[src/rtl/pc_gen.sv]
// Fetch-stage program-counter generator: priority redirects (trap > branch > jal > jalr),
// sequential advance on accepted fetch. Optional target alignment check: PC_ALIGN_CHK_EN.
module pc_gen #(
  parameter int unsigned     XLEN      = 64,
  parameter logic [XLEN-1:0] RESET_VEC = XLEN'(64'h8000_0000),
  parameter int unsigned     INC       = 4
) (
  input  logic            clk,
  input  logic            rst_n,
  input  logic            stall_i,
  input  logic            trap_i,
  input  logic [XLEN-1:0] trap_vec_i,
  input  logic            branch_i,
  input  logic [XLEN-1:0] pc_b_i,
  input  logic            jump_jal_i,
  input  logic [XLEN-1:0] pc_jal_i,
  input  logic            jump_jalr_i,
  input  logic [XLEN-1:0] pc_jalr_i,
  input  logic            fetch_ready_i,
  output logic            fetch_valid_o,
  output logic [XLEN-1:0] fetch_pc_o,
  output logic            flush_o,
  output logic            misalign_o,
  output logic [XLEN-1:0] mis_addr_o
);

  typedef enum logic {
    BOOT,
    RUN
  } state_e;

  state_e          state_q, state_d;
  logic [XLEN-1:0] pc_q, pc_d;
  logic [XLEN-1:0] tgt;
  logic            req;
  logic            take;
  logic            fire;

  always_comb begin
    req = trap_i | branch_i | jump_jal_i | jump_jalr_i;
    tgt = '0;
    if (trap_i)           tgt = trap_vec_i;
    else if (branch_i)    tgt = pc_b_i;
    else if (jump_jal_i)  tgt = pc_jal_i;
    else if (jump_jalr_i) tgt = pc_jalr_i & ~XLEN'(1);
  end

`ifdef PC_ALIGN_CHK_EN
  logic            misalign_q;
  logic [XLEN-1:0] mis_addr_q;
  logic            bad_tgt;

  assign bad_tgt = |tgt[1:0];
  assign take    = req & ~bad_tgt;

  // A rejected redirect still owns the cycle (flush, no increment); it only records the address.
  always_ff @(posedge clk or negedge rst_n) begin
    if (!rst_n) begin
      misalign_q <= 1'b0;
      mis_addr_q <= '0;
    end else begin
      misalign_q <= req & bad_tgt;
      if (req & bad_tgt) mis_addr_q <= tgt;
    end
  end

  assign misalign_o = misalign_q;
  assign mis_addr_o = mis_addr_q;
`else
  assign take       = req;
  assign misalign_o = 1'b0;
  assign mis_addr_o = '0;
`endif

  always_comb begin
    state_d       = state_q;
    pc_d          = pc_q;
    fetch_valid_o = 1'b0;
    case (state_q)
      BOOT: state_d = RUN;
      RUN: begin
        state_d       = RUN;
        fetch_valid_o = ~stall_i;
      end
      default: state_d = BOOT;
    endcase
    fire = fetch_valid_o & fetch_ready_i;
    if (req) begin
      if (take) pc_d = tgt;
    end else if (fire) begin
      pc_d = pc_q + XLEN'(INC);
    end
  end

  always_ff @(posedge clk or negedge rst_n) begin
    if (!rst_n) begin
      state_q <= BOOT;
      pc_q    <= RESET_VEC;
    end else begin
      state_q <= state_d;
      pc_q    <= pc_d;
    end
  end

  assign fetch_pc_o = pc_q;
  assign flush_o    = req;

endmodule
[config.mk]
export PLATFORM = sky130hd
export DESIGN_NAME = pc_gen
export DESIGN_NICKNAME = d
export VERILOG_FILES = /design/src/rtl/pc_gen.sv
export SDC_FILE = /design/constraint.sdc
export NUM_CORES = 1
export LEC_CHECK = 0
export BUFFER_PORTS_ARGS = -buffer_cell sky130_fd_sc_hd__buf_2
export CAP_MARGIN = 25
export CORE_AREA = 8 8 147 149
export DETAILED_ROUTE_END_ITERATION = 8
export DIE_AREA = 0 0 155 157
export PLACE_DENSITY = 0.73
export SETUP_SLACK_MARGIN = 0.02
export SLEW_MARGIN = 30
export SYNTH_ARGS = -nofsm -noshare
export SYNTH_HDL_FRONTEND = slang
export SYNTH_SLANG_ARGS = --single-unit
[constraint.sdc]
create_clock -name clk -period 2.6 [get_ports clk]
set_input_delay 0.39 -clock clk [delete_from_list [all_inputs] [get_ports clk]]
set_output_delay 0.39 -clock clk [all_outputs]
set_load 0.005 [all_outputs]
# --- After elaboration in Yosys (flattened, before gate mapping) ---
# Cells that the tools add are included.
totals:
  ff_bits: 65
  in_bits: 264
  output_inout_bits: 131
  elab_cells: 16
classes:
  add_sub_neg: 1
  muxes: 7
  bitwise_logic: 5
  reduce_logical: 1
ops:
  columns: ["operator", "count"]
  rows:
  - ["$mux W64", 6]
  - ["$add A64 B3 Y64 const B", 1]
  - ["$or A1 B1 Y1", 3]
  - ["$reduce_bool A2 Y1", 1]
  - ["$and A1 B1 Y1", 1]
  - ["$mux W1", 1]
  - ["$not A1 Y1", 1]

# --- Longest topological paths before layout ---
# Gate-level depths: netlist (run 1).
depth:
  depth_word: 5
  mapped_depth: 9
  mapped_depth_nobuf: 7

# --- Least setup slack after synthesis (run 1) ---
# OpenSTA, ideal clock, no wires.
synth_path:
  path_kind: "reg2reg"
  start: "reg pc_q[2], in the netlist fetch_pc_o[2]"
  end: "reg pc_q[56], in the netlist fetch_pc_o[56]"
  setup_ps: 65
  arrival_time_ps: 2105
  t_required_ps: 2535
  slack_ps: 430
  path_stages_with_launch: 9
  n_path_buf: 1
  synth_period_minus_slack_ps: 2170
  path_cell_list: "dfrtp_1 -> ha_1 -> and3_1 -> and4_1 -> buf_4 -> nand3_1 -> or4_1 -> a21oi_1 -> o22a_1"
synth_via:
  elab_chain_cells: 3
synth_lines:
  columns: ["element", "line", "rtl"]
  rows:
  - ["start: declaration", "33", "logic [XLEN-1:0] pc_q, pc_d;"]
  - ["start signal: assignment", "101", "pc_q <= pc_d;"]
  - ["$add A64 B3 Y64", "91", "pc_d = pc_q + XLEN'(INC);"]
  - ["$mux W64", "90", "end else if (fire) begin"]
  - ["$mux W64", "88", "if (req) begin"]
# No other way between the ends. The select of a mux whose other input is x is not followed.
# A chain may end at the register's enable or synchronous reset.

# --- Worst setup path in the final report (run 1) ---
layout_path:
  start: "reg pc_q[31], in the netlist fetch_pc_o[31]"
  end: "reg pc_q[56], in the netlist fetch_pc_o[56]"
# Same word-level chain as after synthesis.

==> report_table.html, run 1 <==
<table>
<tr><th>Metric</th><th>Value</th></tr>
<tr><th colspan="2">Drt</th></tr>
<tr><td>ANT nets after route</td><td>0</td></tr>
<tr><td>Length of the first detailed-routing pass in iterations</td><td>5</td></tr>
<tr><td>Vias/cell</td><td>5.301</td></tr>
<tr><td>Mean routed wirelength per cell</td><td>21.04 um</td></tr>
<tr><td>Detailed Route WL</td><td>29060 um</td></tr>
<tr><td>First DRT Iteration DRCs</td><td>526</td></tr>
<tr><td>DR DRC count</td><td>0</td></tr>
<tr><td>Via count of the routed design</td><td>7321</td></tr>
<tr><th colspan="2">Clock tree</th></tr>
<tr><td>Maximum buffer depth of the clock tree</td><td>2</td></tr>
<tr><td>Total CTS buffers</td><td>9</td></tr>
<tr><td>Clock slew at reported path FFs</td><td>60 ps</td></tr>
<tr><td>Root buffer cell</td><td>sky130_fd_sc_hd__clkbuf_16</td></tr>
<tr><td>Count of hold-fix buffers inserted at cts</td><td>0</td></tr>
<tr><td>Setup bufs post-CTS</td><td>0</td></tr>
<tr><td>CTS tree</td><td>built</td></tr>
<tr><td>Clock insertion delay at the later pin of the skew report</td><td>340 ps</td></tr>
<tr><td>Total number of H-tree levels</td><td>3</td></tr>
<tr><td>Number of sinks handled by clock tree synthesis</td><td>65</td></tr>
<tr><td>Post-CTS sizing</td><td>0</td></tr>
<tr><th colspan="2">Power</th></tr>
<tr><td>Relative contribution of the clock network to total power</td><td>0.360</td></tr>
<tr><td>Power density normalized to cell area</td><td>443.7 nW/um^2</td></tr>
<tr><td>Total net switching power</td><td>1.203 mW</td></tr>
<tr><td>Sw Ratio</td><td>0.3356</td></tr>
<tr><td>Leakage</td><td>3.707 nW</td></tr>
<tr><td>Power share of the sequential group</td><td>0.354</td></tr>
<tr><td>Peak supply drop</td><td>288.1 uV</td></tr>
<tr><td>Part of the total power dissipated in combinational logic</td><td>0.286</td></tr>
<tr><td>Internal power consumption</td><td>2.381 mW</td></tr>
<tr><th colspan="2">Floorplanning</th></tr>
<tr><td>Die Outline Area</td><td>24340 um^2</td></tr>
<tr><td>Initial core utilization</td><td>0.3114</td></tr>
<tr><td>Area inside the core boundary</td><td>19210 um^2</td></tr>
<tr><td>Die width</td><td>155 um</td></tr>
<tr><td>Io pins</td><td>395</td></tr>
<tr><td>Row Count</td><td>51</td></tr>
<tr><td>Die height</td><td>157 um</td></tr>
<tr><th colspan="2">Cells and area</th></tr>
<tr><td>Number of nets in the layout</td><td>1376</td></tr>
<tr><td>Antenna cell count</td><td>0</td></tr>
<tr><td>Synth-to-layout area growth</td><td>35.08%</td></tr>
<tr><td>Fraction of final layout cells sized beyond drive strength 1</td><td>0.3566</td></tr>
<tr><td>Core occupancy in the finished layout</td><td>0.4206</td></tr>
<tr><td>Summed area of non-filler cells in the final layout</td><td>8079 um^2</td></tr>
<tr><th colspan="2">Yosys</th></tr>
<tr><td>Number of register bits inferred by synthesis</td><td>65</td></tr>
<tr><td>Cell with the most instances after synthesis</td><td>sky130_fd_sc_hd__nand2_1</td></tr>
<tr><td>Area share of the largest cell type after synthesis</td><td>0.2678</td></tr>
<tr><td>Post-Synthesis Mean Instance Area</td><td>7.542 um^2</td></tr>
<tr><td>Commonest cells post-synth</td><td>sky130_fd_sc_hd__nand2_1, sky130_fd_sc_hd__buf_4, sky130_fd_sc_hd__dfrtp_1</td></tr>
<tr><td>Sequential element share of the synthesized area</td><td>0.2722</td></tr>
<tr><td>Syn Inst Count</td><td>793</td></tr>
<tr><td>Dominant register cell in the synthesized netlist</td><td>sky130_fd_sc_hd__dfrtp_1</td></tr>
<tr><td>Dominant cell type by area after synthesis</td><td>sky130_fd_sc_hd__dfrtp_1</td></tr>
<tr><td>Distinct cell type count of the synthesized netlist</td><td>64</td></tr>
<tr><td>Cells taking the most area after synthesis</td><td>sky130_fd_sc_hd__dfrtp_1, sky130_fd_sc_hd__buf_4, sky130_fd_sc_hd__nand2_1, sky130_fd_sc_hd__a22oi_1, sky130_fd_sc_hd__a21oi_1</td></tr>
<tr><td>Proportion of synthesized flip-flops having asynchronous set or reset</td><td>1.000</td></tr>
<tr><td>Count of yosys warnings during synthesis</td><td>0</td></tr>
<tr><td>Count of flip-flops with a built-in enable after synthesis</td><td>0</td></tr>
<tr><td>Combined area of all synthesized cells</td><td>5981 um^2</td></tr>
<tr><th colspan="2">Global routing</th></tr>
<tr><td>Largest net degree at the start of global routing</td><td>98</td></tr>
<tr><td>Grt ovf</td><td>0</td></tr>
<tr><td>Antenna violations before repair</td><td>0</td></tr>
<tr><td>Wire length of the first global-routing pass</td><td>41840 um</td></tr>
<tr><td>Via count of the first global-routing pass</td><td>7030</td></tr>
<tr><td>Aggregate global-route resource usage</td><td>0.2261</td></tr>
<tr><th colspan="2">Outcome</th></tr>
<tr><td>Outcome</td><td>complete, no violations</td></tr>
<tr><th colspan="2">Critical path</th></tr>
<tr><td>Required arrival time at the worst endpoint</td><td>2870 ps</td></tr>
<tr><td>Critical path's slowest cell</td><td>sky130_fd_sc_hd__dfstp_2</td></tr>
<tr><td>Worst path max stage delay</td><td>570 ps</td></tr>
<tr><td>List of cells traversed by the critical path</td><td>nand3_2, nor4_2, nand2_1, or4_1, a21oi_1, o22a_1</td></tr>
<tr><td>Element type at the critical path end</td><td>flip-flop</td></tr>
<tr><td>Reg2reg end</td><td>fetch_pc_o[56]</td></tr>
<tr><td>Register-to-register setup slack</td><td>170 ps</td></tr>
<tr><td>Worst r2r src</td><td>fetch_pc_o[31]</td></tr>
<tr><td>Peak fanout along the critical path</td><td>6</td></tr>
<tr><td>Signal arrival time at the worst endpoint</td><td>2710 ps</td></tr>
<tr><td>Worst setup path startpoint</td><td>fetch_pc_o[31]</td></tr>
<tr><td>Worst setup path category</td><td>flip-flop to flip-flop</td></tr>
<tr><td>Type of element launching the critical path</td><td>flip-flop</td></tr>
<tr><td>Worst Reg-to-Reg Cells</td><td>6</td></tr>
<tr><th colspan="2">Timing</th></tr>
<tr><td>Actual transition at the worst max-transition pin</td><td>674.0 ps</td></tr>
<tr><td>Fmax</td><td>0.4111 GHz</td></tr>
<tr><td>RSZ-0062 raised after global routing</td><td>no</td></tr>
<tr><td>Final worst path period need</td><td>2432 ps</td></tr>
<tr><td>Setup TNS</td><td>0 ps</td></tr>
<tr><td>Period Utilization, post-route</td><td>0.9355</td></tr>
<tr><td>Final count of pins violating max slew</td><td>0</td></tr>
<tr><td>Final-report hold violation count</td><td>0</td></tr>
<tr><td>Setup violators final</td><td>0</td></tr>
<tr><td>Slew margin rel.</td><td>0.5506</td></tr>
<tr><td>Worst Skew</td><td>9.431 ps</td></tr>
<tr><th colspan="2">Placed design</th></tr>
<tr><td>Final Wtd Congestion</td><td>0.9338</td></tr>
<tr><td>Quantity of I/O buffers inserted on ports</td><td>328</td></tr>
<tr><td>Instance area after placement</td><td>7751 um^2</td></tr>
<tr><td>Estimated wirelength of the detail-placed design</td><td>23930 um</td></tr>
<tr><th colspan="2">Hold path</th></tr>
<tr><td>Worst hold-check path type</td><td>input port to asynchronous set/reset pin</td></tr>
<tr><th colspan="2">Run</th></tr>
<tr><td>Number of maximum-capacitance violations</td><td>0</td></tr>
</table>
-- cell families (layout without fill, tap and decap cells) --
kind of cell | after synthesis | count (layout) | synth area share
AOI/OAI and AO/OA | 257 | 257 | 0.2874
xor gates and xnor gates | 35 | 35 | 0.05126
adders and majority gates | 1 | 1 | 0.002092
buffers and inverters | 136 | 395 | 0.1324
DFF | 65 | 65 | 0.2722
muxes | 4 | 4 | 0.007322
other | 2 | 66 | 0.001256
and+or+nand+nor | 293 | 293 | 0.2460
-- through the flow --
step	std cells	power, mW	setup slack, ps	hold slack [ps]
after floorplan	857	1.804	430.3	94.41
after global placement	1365	2.293	161.6	540.2
after detailed placement	1365	2.308	169.2	551.8
after CTS	1381	3.614	205.2	218.7
after global routing	1381	3.782	46.13	103.9
final	1381	3.584	167.6	44.98
-- sequential cells by signal, summed over array words and instances, names as in the netlist --
name        cells
fetch_pc_o     64
state_q         1
-- worst max-delay path by stage --
stage	slack, ps	to
global placement	160	fetch_pc_o[61]
CTS	210	fetch_pc_o[56]
finish	170	fetch_pc_o[56]
floorplan	430	fetch_pc_o[56]
global route	50	fetch_pc_o[35]
detailed placement	170	fetch_pc_o[61]
-- critical path: cells and delay by family, from the launching register on --
kind	cells	cell delay, ps
flip-flops	1	570
AO/OA/AOI/OAI	2	350
AND/OR/NAND/NOR	4	1450
-- cells in the final DEF, fill, tap and decap left out, drive strengths merged, types with 26 or more instances in the layout --
master  Yosys  final
a21oi      56     56
a22oi      45     45
buf        83    362
conb        2     66
dfrtp      64     64
nand2      94     94
nand3      31     31
nor2       62     62
nor3       28     28
o21ai      50     50
o221ai     26     26
xnor2      26     26
-- power by group through the flow --
| stage | registers (mW) | clock network [mW] | logic, mW |
|---|---|---|---|
| after global routing | 1.29 | 1.37 | 1.13 |
| after detailed placement | 1.28 | 0 | 1.02 |
| after floorplan | 1.26 | 0 | 0.540 |
| final | 1.27 | 1.29 | 1.02 |
| after global placement | 1.28 | 0 | 1.01 |
| after CTS | 1.27 | 1.32 | 1.03 |
-- per-layer routing --
layer,track usage,vias to the layer above,share of wire
met2,0.4005,385,0.50
li1,-,3454,-
met5,0,-,0
met4,0.04900,0,0.015
met1,0.2675,3456,0.40
met3,0.06197,26,0.086
-- cell type report --
type,instances,area [um^2]
inverter,17,63.81
clock inverter,5,62.56
fill,2040,11130
sequential,65,1628
tap,265,331.6
clock buffer,11,252.7
timing repair buffer,362,1921
multi-input combinational,656,3820
Note: power is estimated with default switching activity, not from simulation.
==> run 2: changes to the inputs <==
--- a/config.mk
+++ b/config.mk
@@ -7,10 +7,12 @@
 export LEC_CHECK = 0
 export BUFFER_PORTS_ARGS = -buffer_cell sky130_fd_sc_hd__buf_2
 export CAP_MARGIN = 25
-export CORE_AREA = 8 8 147 149
+export CELL_PAD_IN_SITES_DETAIL_PLACEMENT = 1
+export CELL_PAD_IN_SITES_GLOBAL_PLACEMENT = 1
+export CORE_MARGIN = 8
+export CORE_UTILIZATION = 29
 export DETAILED_ROUTE_END_ITERATION = 8
-export DIE_AREA = 0 0 155 157
-export PLACE_DENSITY = 0.73
+export PLACE_DENSITY = 0.93
 export SETUP_SLACK_MARGIN = 0.02
 export SLEW_MARGIN = 30
 export SYNTH_ARGS = -nofsm -noshare
==> report_table.html, run 2 (synthesis gave the netlist of run 1 again) <==
<table>
<tr><th>Metric</th><th>Value</th></tr>
<tr><th colspan="2">Drt</th></tr>
<tr><td>ANT nets after route</td><td>0 (unchanged)</td></tr>
<tr><td>Vias/cell</td><td>5.473 (+3.2%)</td></tr>
<tr><td>DR DRC count</td><td>0 (unchanged)</td></tr>
<tr><td>Mean routed wirelength per cell</td><td>23.37 um (+11%)</td></tr>
<tr><td>First DRT Iteration DRCs</td><td>511 (-2.9%)</td></tr>
<tr><td>Via count of the routed design</td><td>7640 (+4.4%)</td></tr>
<tr><td>Length of the first detailed-routing pass in iterations</td><td>5 (unchanged)</td></tr>
<tr><td>Detailed Route WL</td><td>32620 um (+12%)</td></tr>
<tr><th colspan="2">Clock tree</th></tr>
<tr><td>Root buffer cell</td><td>sky130_fd_sc_hd__clkbuf_16</td></tr>
<tr><td>Number of sinks handled by clock tree synthesis</td><td>65 (unchanged)</td></tr>
<tr><td>Clock insertion delay at the later pin of the skew report</td><td>350 ps (about the same)</td></tr>
<tr><td>Total number of H-tree levels</td><td>3 (unchanged)</td></tr>
<tr><td>CTS tree</td><td>built</td></tr>
<tr><td>Total CTS buffers</td><td>9 (unchanged)</td></tr>
<tr><td>Maximum buffer depth of the clock tree</td><td>2 (unchanged)</td></tr>
<tr><td>Clock slew at reported path FFs</td><td>70 ps (about the same)</td></tr>
<tr><th colspan="2">Timing</th></tr>
<tr><td>Slew margin rel.</td><td>0.4810 (-0.06965)</td></tr>
<tr><td>Final count of pins violating max slew</td><td>0 (unchanged)</td></tr>
<tr><td>Final-report hold violation count</td><td>0 (unchanged)</td></tr>
<tr><td>Period Utilization, post-route</td><td>0.9531 (+0.01760)</td></tr>
<tr><td>Setup violators final</td><td>0 (unchanged)</td></tr>
<tr><td>Fmax</td><td>0.4035 GHz (-1.8%)</td></tr>
<tr><td>RSZ-0062 raised after global routing</td><td>yes</td></tr>
<tr><td>Final worst path period need</td><td>2478 ps (+45.76 ps)</td></tr>
<tr><td>Setup TNS</td><td>0 ps (unchanged)</td></tr>
<tr><td>Actual transition at the worst max-transition pin</td><td>770.4 ps (+96.34 ps)</td></tr>
<tr><td>Worst Skew</td><td>12.89 ps (+3.454 ps)</td></tr>
<tr><th colspan="2">Critical path</th></tr>
<tr><td>Peak fanout along the critical path</td><td>6 (unchanged)</td></tr>
<tr><td>Worst setup path category</td><td>flip-flop to flip-flop</td></tr>
<tr><td>Signal arrival time at the worst endpoint</td><td>2730 ps (+20 ps)</td></tr>
<tr><td>Worst path max stage delay</td><td>680 ps (+110 ps)</td></tr>
<tr><td>Worst path most repeated cell</td><td>sky130_fd_sc_hd__o21ai_0</td></tr>
<tr><td>List of cells traversed by the critical path</td><td>nand3_2, or4_1, nor4b_2, xor2_1, o21ai_0, o21ai_0</td></tr>
<tr><td>Register-to-register setup slack</td><td>120 ps (-50 ps)</td></tr>
<tr><td>Worst r2r src</td><td>fetch_pc_o[31]</td></tr>
<tr><td>Type of element launching the critical path</td><td>flip-flop</td></tr>
<tr><td>Worst Reg-to-Reg Cells</td><td>6 (unchanged)</td></tr>
<tr><td>Required arrival time at the worst endpoint</td><td>2850 ps (-20 ps)</td></tr>
<tr><td>Reg2reg end</td><td>fetch_pc_o[36]</td></tr>
<tr><td>Element type at the critical path end</td><td>flip-flop</td></tr>
<tr><td>Critical path's slowest cell</td><td>sky130_fd_sc_hd__or4_1</td></tr>
<tr><th colspan="2">Power</th></tr>
<tr><td>Peak supply drop</td><td>308.0 uV (+6.9%)</td></tr>
<tr><td>Leakage</td><td>3.748 nW (+1.1%)</td></tr>
<tr><td>Power consumption</td><td>3.730 mW (+4.1%)</td></tr>
<tr><td>Power density normalized to cell area</td><td>456.1 nW/um^2 (+2.8%)</td></tr>
<tr><th colspan="2">Cells and area</th></tr>
<tr><td>Commonest cells after routing, fill and taps aside</td><td>sky130_fd_sc_hd__buf_2, sky130_fd_sc_hd__nand2_1, sky130_fd_sc_hd__conb_1</td></tr>
<tr><td>Fraction of final layout cells sized beyond drive strength 1</td><td>0.3627 (+0.006114)</td></tr>
<tr><td>Summed area of non-filler cells in the final layout</td><td>8177 um^2 (+1.2%)</td></tr>
<tr><td>Number of filler instances in the final layout</td><td>2611 (+28%)</td></tr>
<tr><td>Number of nets in the layout</td><td>1382 (+0.44%)</td></tr>
<tr><td>Synth-to-layout area growth</td><td>36.72%</td></tr>
<tr><td>Largest register FFs</td><td>64 (unchanged)</td></tr>
<tr><td>Non-Filler Instances</td><td>1396 (+1.1%)</td></tr>
<tr><td>Leading cell type in the layout, fill and taps excluded</td><td>sky130_fd_sc_hd__buf_2</td></tr>
<tr><th colspan="2">Global routing</th></tr>
<tr><td>Wire length of the first global-routing pass</td><td>48750 um (+17%)</td></tr>
<tr><td>Largest net degree at the start of global routing</td><td>105 (+7.1%)</td></tr>
<tr><td>Antenna violations before repair</td><td>4 (+4)</td></tr>
<tr><td>Aggregate global-route resource usage</td><td>0.2455 (+0.01943)</td></tr>
<tr><td>Via count of the first global-routing pass</td><td>8343 (+19%)</td></tr>
<tr><td>Grt ovf</td><td>0 (unchanged)</td></tr>
<tr><th colspan="2">Floorplanning</th></tr>
<tr><td>Initial core utilization</td><td>0.2956 (-0.01581)</td></tr>
<tr><td>Row Count</td><td>52 (+2.0%)</td></tr>
<tr><td>Die Outline Area</td><td>25470 um^2 (+4.7%)</td></tr>
<tr><td>Die height</td><td>159.6 um (+1.7%)</td></tr>
<tr><td>Area inside the core boundary</td><td>20230 um^2 (+5.3%)</td></tr>
<tr><td>Io pins</td><td>395 (unchanged)</td></tr>
<tr><td>Die width</td><td>159.6 um (+3.0%)</td></tr>
<tr><th colspan="2">Placed design</th></tr>
<tr><td>Total placed cells including tap cells</td><td>1375 (+0.73%)</td></tr>
<tr><td>Instance area after placement</td><td>7807 um^2 (+0.73%)</td></tr>
<tr><td>Estimated wirelength of the detail-placed design</td><td>26460 um (+11%)</td></tr>
<tr><td>Final Wtd Congestion</td><td>0.8865 (-5.1%)</td></tr>
<tr><td>Quantity of I/O buffers inserted on ports</td><td>328 (unchanged)</td></tr>
<tr><th colspan="2">Hold path</th></tr>
<tr><td>Worst hold-check path type</td><td>input port to asynchronous set/reset pin</td></tr>
<tr><th colspan="2">Outcome</th></tr>
<tr><td>Outcome</td><td>complete, no violations</td></tr>
<tr><th colspan="2">Run</th></tr>
<tr><td>Number of maximum-capacitance violations</td><td>0 (unchanged)</td></tr>
</table>
==> run 2: routing by layer <==
layer / vias up / wire, um / track usage
met5: - / 0 / 0
met4: 0 / 1100 / 0.09563
met3: 71 / 2030 / 0.06593
met2: 322 / 16830 / 0.4404
met1: 3768 / 12660 / 0.2706
li1: 3479 / - / -
==> run 2: timing repair <==
item                                    CTS  global route
buffers inserted                          0             1
endpoints found under the setup margin    0            11
endpoints found under the hold margin     0             0
resized for setup                         0             4
hold buffers                              0             0
==> run 2: worst max path at each step <==
stage | slack, ps | depth (start not counted) | end | from
global route | 10 | 6 | fetch_pc_o[36] | fetch_pc_o[31]
global placement | 160 | 7 | fetch_pc_o[56] | fetch_pc_o[2]
detailed placement | 100 | 6 | fetch_pc_o[51] | fetch_pc_o[31]
CTS | 70 | 6 | fetch_pc_o[63] | fetch_pc_o[14]
floorplan | 430 | 8 | fetch_pc_o[56] | fetch_pc_o[2]
finish | 120 | 6 | fetch_pc_o[36] | fetch_pc_o[31]
==> run 2: worst max-delay path, delay by kind of cell (launching register included) <==
family | cells | cell delay, ps
and+or+nand+nor | 3 | 1200
DFF | 1 | 570
AOI/OAI and AO/OA | 2 | 310
xor gates and xnor gates | 1 | 300
==> run 2: final cells by class <==
type                       instances  area, um^2  area share
timing repair buffer             368        1978      0.2419
tap                              270       337.8     0.04132
clock buffer                      10       239.0     0.02923
multi-input combinational        656        3830      0.4684
inverter                          17       63.81    0.007804
antenna                            4       10.01    0.001224
clock inverter                     6       90.09     0.01102
sequential                        65        1628      0.1991
==> run 2: per-stage QoR <==
stage          hold WS [ps]  worst slack [ps]  utilization
6_report              48.19             121.9       0.4041
5_1_grt               100.8             14.21       0.4041
4_1_cts               216.5             67.65       0.4021
3_5_place_dp          566.7             99.48       0.3859
3_3_place_gp          550.2             158.4       0.3859
2_1_floorplan         94.41             430.3            -
==> run 2: power breakdown <==
group          total (mW)  internal [mW]  switching [mW]
Sequential           1.27           1.12           0.156
Clock                1.39          0.870           0.519
Combinational        1.07          0.473           0.595
==> run 3: changes to the inputs <==
==> constraint.sdc (replaced) <==
create_clock -name clk -period 2.6 [get_ports clk]
set_input_delay 0.13 -clock clk [delete_from_list [all_inputs] [get_ports clk]]
set_output_delay 0.13 -clock clk [all_outputs]
set_load 0.005 [all_outputs]
==> report_table.html, run 3 (synthesis gave the netlist of run 1 again) <==
<table>
<tr><th>Metric</th><th>Value</th></tr>
<tr><th colspan="2">Outcome</th></tr>
<tr><td>Outcome</td><td>complete, no violations</td></tr>
<tr><th colspan="2">Power</th></tr>
<tr><td>Power density normalized to cell area</td><td>440.3 nW/um^2 (-3.5%)</td></tr>
<tr><td>Relative contribution of the clock network to total power</td><td>0.351 (-0.021)</td></tr>
<tr><td>Peak supply drop</td><td>304.3 uV (-1.2%)</td></tr>
<tr><td>Total net switching power</td><td>1.249 mW (-1.6%)</td></tr>
<tr><td>Sw Ratio</td><td>0.3461 (+0.005624)</td></tr>
<tr><td>Internal power consumption</td><td>2.360 mW (-4.1%)</td></tr>
<tr><td>Power share of the sequential group</td><td>0.354 (+0.013)</td></tr>
<tr><td>Leakage</td><td>3.748 nW (about the same)</td></tr>
<tr><td>Part of the total power dissipated in combinational logic</td><td>0.295 (+0.009)</td></tr>
<tr><th colspan="2">Placed design</th></tr>
<tr><td>Final Wtd Congestion</td><td>0.9049 (+2.1%)</td></tr>
<tr><td>Estimated wirelength of the detail-placed design</td><td>25950 um (-1.9%)</td></tr>
<tr><td>Quantity of I/O buffers inserted on ports</td><td>328 (unchanged)</td></tr>
<tr><td>Placement Setup Slack</td><td>76.15 ps (-23.33 ps)</td></tr>
<tr><th colspan="2">Clock tree</th></tr>
<tr><td>CTS tree</td><td>built</td></tr>
<tr><td>Total CTS buffers</td><td>9 (unchanged)</td></tr>
<tr><td>Clock slew at reported path FFs</td><td>70 ps (about the same)</td></tr>
<tr><td>Maximum buffer depth of the clock tree</td><td>2 (unchanged)</td></tr>
<tr><td>Number of sinks handled by clock tree synthesis</td><td>65 (unchanged)</td></tr>
<tr><td>Total number of H-tree levels</td><td>3 (unchanged)</td></tr>
<tr><td>Clock insertion delay at the later pin of the skew report</td><td>350 ps (about the same)</td></tr>
<tr><td>Root buffer cell</td><td>sky130_fd_sc_hd__clkbuf_16</td></tr>
<tr><th colspan="2">Cells and area</th></tr>
<tr><td>Leading cell type in the layout, fill and taps excluded</td><td>sky130_fd_sc_hd__buf_2</td></tr>
<tr><td>Sequential standard cell area</td><td>1628 um^2 (unchanged)</td></tr>
<tr><td>Commonest cells after routing, fill and taps aside</td><td>sky130_fd_sc_hd__buf_2, sky130_fd_sc_hd__nand2_1, sky130_fd_sc_hd__conb_1</td></tr>
<tr><td>Synth-to-layout area growth</td><td>37.05%</td></tr>
<tr><td>Area of the multi-input gates</td><td>3830 um^2 (unchanged)</td></tr>
<tr><td>Fraction of final layout cells sized beyond drive strength 1</td><td>0.3540 (-0.008708)</td></tr>
<tr><td>Largest register FFs</td><td>64 (unchanged)</td></tr>
<tr><td>Number of nets in the layout</td><td>1387 (+0.36%)</td></tr>
<tr><td>Number of filler instances in the final layout</td><td>2625 (+0.54%)</td></tr>
<tr><th colspan="2">Timing</th></tr>
<tr><td>Post-route worst setup slack</td><td>132.5 ps (+10.58 ps)</td></tr>
<tr><td>Final-report hold violation count</td><td>0 (unchanged)</td></tr>
<tr><td>Worst Skew</td><td>12.46 ps (-0.4270 ps)</td></tr>
<tr><td>Setup TNS</td><td>0 ps (unchanged)</td></tr>
<tr><td>Period Utilization, post-route</td><td>0.9491 (-0.004071)</td></tr>
<tr><td>Actual transition at the worst max-transition pin</td><td>701.1 ps (-69.31 ps)</td></tr>
<tr><td>RSZ-0062 raised after global routing</td><td>no</td></tr>
<tr><td>Setup violators final</td><td>0 (unchanged)</td></tr>
<tr><td>Slew margin rel.</td><td>0.5277 (+0.04669)</td></tr>
<tr><td>Final worst path period need</td><td>2468 ps (-10.58 ps)</td></tr>
<tr><td>Final count of pins violating max slew</td><td>0 (unchanged)</td></tr>
<tr><td>Fmax</td><td>0.4053 GHz (+0.43%)</td></tr>
<tr><th colspan="2">Global routing</th></tr>
<tr><td>Grt ovf</td><td>0 (unchanged)</td></tr>
<tr><td>Wire length of the first global-routing pass</td><td>48360 um (-0.81%)</td></tr>
<tr><td>Antenna violations before repair</td><td>2 (-2)</td></tr>
<tr><td>Via count of the first global-routing pass</td><td>8301 (-0.50%)</td></tr>
<tr><td>Largest net degree at the start of global routing</td><td>130 (+24%)</td></tr>
<tr><td>Aggregate global-route resource usage</td><td>0.2436 (-0.001922)</td></tr>
<tr><th colspan="2">Floorplanning</th></tr>
<tr><td>Die width</td><td>159.6 um (unchanged)</td></tr>
<tr><td>Die height</td><td>159.6 um (unchanged)</td></tr>
<tr><td>Initial core utilization</td><td>0.2956 (unchanged)</td></tr>
<tr><td>Area inside the core boundary</td><td>20230 um^2 (unchanged)</td></tr>
<tr><td>Row Count</td><td>52 (unchanged)</td></tr>
<tr><td>Die Outline Area</td><td>25470 um^2 (unchanged)</td></tr>
<tr><td>Io pins</td><td>395 (unchanged)</td></tr>
<tr><th colspan="2">Critical path</th></tr>
<tr><td>Peak fanout along the critical path</td><td>6 (unchanged)</td></tr>
<tr><td>Worst setup path startpoint</td><td>fetch_pc_o[31]</td></tr>
<tr><td>Type of element launching the critical path</td><td>flip-flop</td></tr>
<tr><td>Worst r2r src</td><td>fetch_pc_o[31]</td></tr>
<tr><td>Required arrival time at the worst endpoint</td><td>2810 ps (-40 ps)</td></tr>
<tr><td>Element type at the critical path end</td><td>flip-flop</td></tr>
<tr><td>Signal arrival time at the worst endpoint</td><td>2670 ps (-60 ps)</td></tr>
<tr><td>Worst setup path category</td><td>flip-flop to flip-flop</td></tr>
<tr><th colspan="2">Hold path</th></tr>
<tr><td>Hold path startpoint</td><td>trap_vec_i[41]</td></tr>
<tr><td>Worst hold-check path type</td><td>input port to flip-flop</td></tr>
<tr><th colspan="2">Drt</th></tr>
<tr><td>Mean routed wirelength per cell</td><td>23.18 um (-0.82%)</td></tr>
<tr><td>DR DRC count</td><td>0 (unchanged)</td></tr>
<tr><td>Met3 wirelength from detailed routing</td><td>2080 um (+2.5%)</td></tr>
<tr><td>Vias/cell</td><td>5.487 (+0.27%)</td></tr>
<tr><td>Via count of the routed design</td><td>7677 (+0.48%)</td></tr>
<tr><td>ANT nets after route</td><td>0 (unchanged)</td></tr>
<tr><td>Top Layer Used</td><td>met4</td></tr>
<tr><td>Met2 routed wirelength</td><td>16820 um (about the same)</td></tr>
<tr><td>Detailed Route WL</td><td>32430 um (-0.60%)</td></tr>
<tr><td>Routed met1 length</td><td>12590 um (-0.57%)</td></tr>
<tr><td>First DRT Iteration DRCs</td><td>505 (-1.2%)</td></tr>
<tr><td>Length of the first detailed-routing pass in iterations</td><td>5 (unchanged)</td></tr>
<tr><th colspan="2">Run</th></tr>
<tr><td>Number of maximum-capacitance violations</td><td>0 (unchanged)</td></tr>
</table>
-- run 3: cell types whose count changed in the layout (fill, tap and decap cells not counted) --
cell	change
sky130_fd_sc_hd__buf_12	-1
sky130_fd_sc_hd__clkbuf_1	+1
sky130_fd_sc_hd__diode_2	-2
sky130_fd_sc_hd__clkinv_2	+1
sky130_fd_sc_hd__inv_6	-1
sky130_fd_sc_hd__bufinv_16	-1
sky130_fd_sc_hd__dlygate4sd3_1	+12
sky130_fd_sc_hd__buf_4	-6
-- run 3: final cells by class --
cell class	instances	share of cell area
inverter	17	0.007785
clock inverter	5	0.006869
tap	270	0.04122
timing repair buffer	373	0.2481
sequential	65	0.1986
multi-input combinational	656	0.4673
antenna	2	0.0006106
clock buffer	11	0.02961
-- run 3: metrics by stage --
step | instance area, um^2 | power, mW | std cells | hold slack [ps] | utilization
after floorplan | 6221 | 1.804 | 857 | -165.6 | -
after global placement | 7750 | 2.285 | 1369 | 318.3 | 0.3830
after detailed placement | 7750 | 2.327 | 1369 | 335.4 | 0.3830
after CTS | 8169 | 3.615 | 1397 | 1.430 | 0.4037
after global routing | 8197 | 3.782 | 1399 | 11.61 | 0.4051
final | 8197 | 3.609 | 1399 | 5.723 | 0.4051
-- run 3: what timing repair did --
| action | 4_1_cts | 5_1_grt |
|---|---|---|
| gates resized for setup | 0 | 4 |
| setup endpoints to repair | 0 | 12 |
| hold endpoints to repair | 75 | 0 |
| hold buffers | 12 | 0 |
| buffers inserted | 0 | 0 |
-- run 3: critical path, stage by stage (launching register included) --
cell and delay, ps:
sky130_fd_sc_hd__dfstp_2 570, sky130_fd_sc_hd__nand3_2 180, sky130_fd_sc_hd__nor4_1 470, sky130_fd_sc_hd__nand3_1 230, sky130_fd_sc_hd__nor4_1 550, sky130_fd_sc_hd__xnor2_1 180, sky130_fd_sc_hd__o221ai_1 130
-- run 3: per-layer routing --
| metal | GRT usage | vias up |
|---|---|---|
| met5 | 0 | - |
| met4 | 0.08962 | 0 |
| met3 | 0.05869 | 58 |
| met2 | 0.4418 | 331 |
| met1 | 0.2705 | 3801 |
| li1 | - | 3487 |
-- run 3: worst paths after layout --
path                                        to  slack [ps]  cells past startpoint
worst max-delay path            fetch_pc_o[62]         130                      6
worst min-delay path            fetch_pc_o[41]           6                      3
worst max register to register  fetch_pc_o[62]         130                      6
worst min register to register   fetch_pc_o[1]         580                      2
max in group asynchronous       fetch_pc_o[56]        1760                      2
min in group asynchronous       fetch_pc_o[14]         370                      2
-- run 3: power by group through the flow --
stage / clock network [mW] / logic [mW] / registers, mW
after floorplan: 0 / 0.540 / 1.26
after global placement: 0 / 1.01 / 1.27
after detailed placement: 0 / 1.04 / 1.29
after CTS: 1.28 / 1.06 / 1.27
after global routing: 1.32 / 1.17 / 1.29
final: 1.27 / 1.06 / 1.28
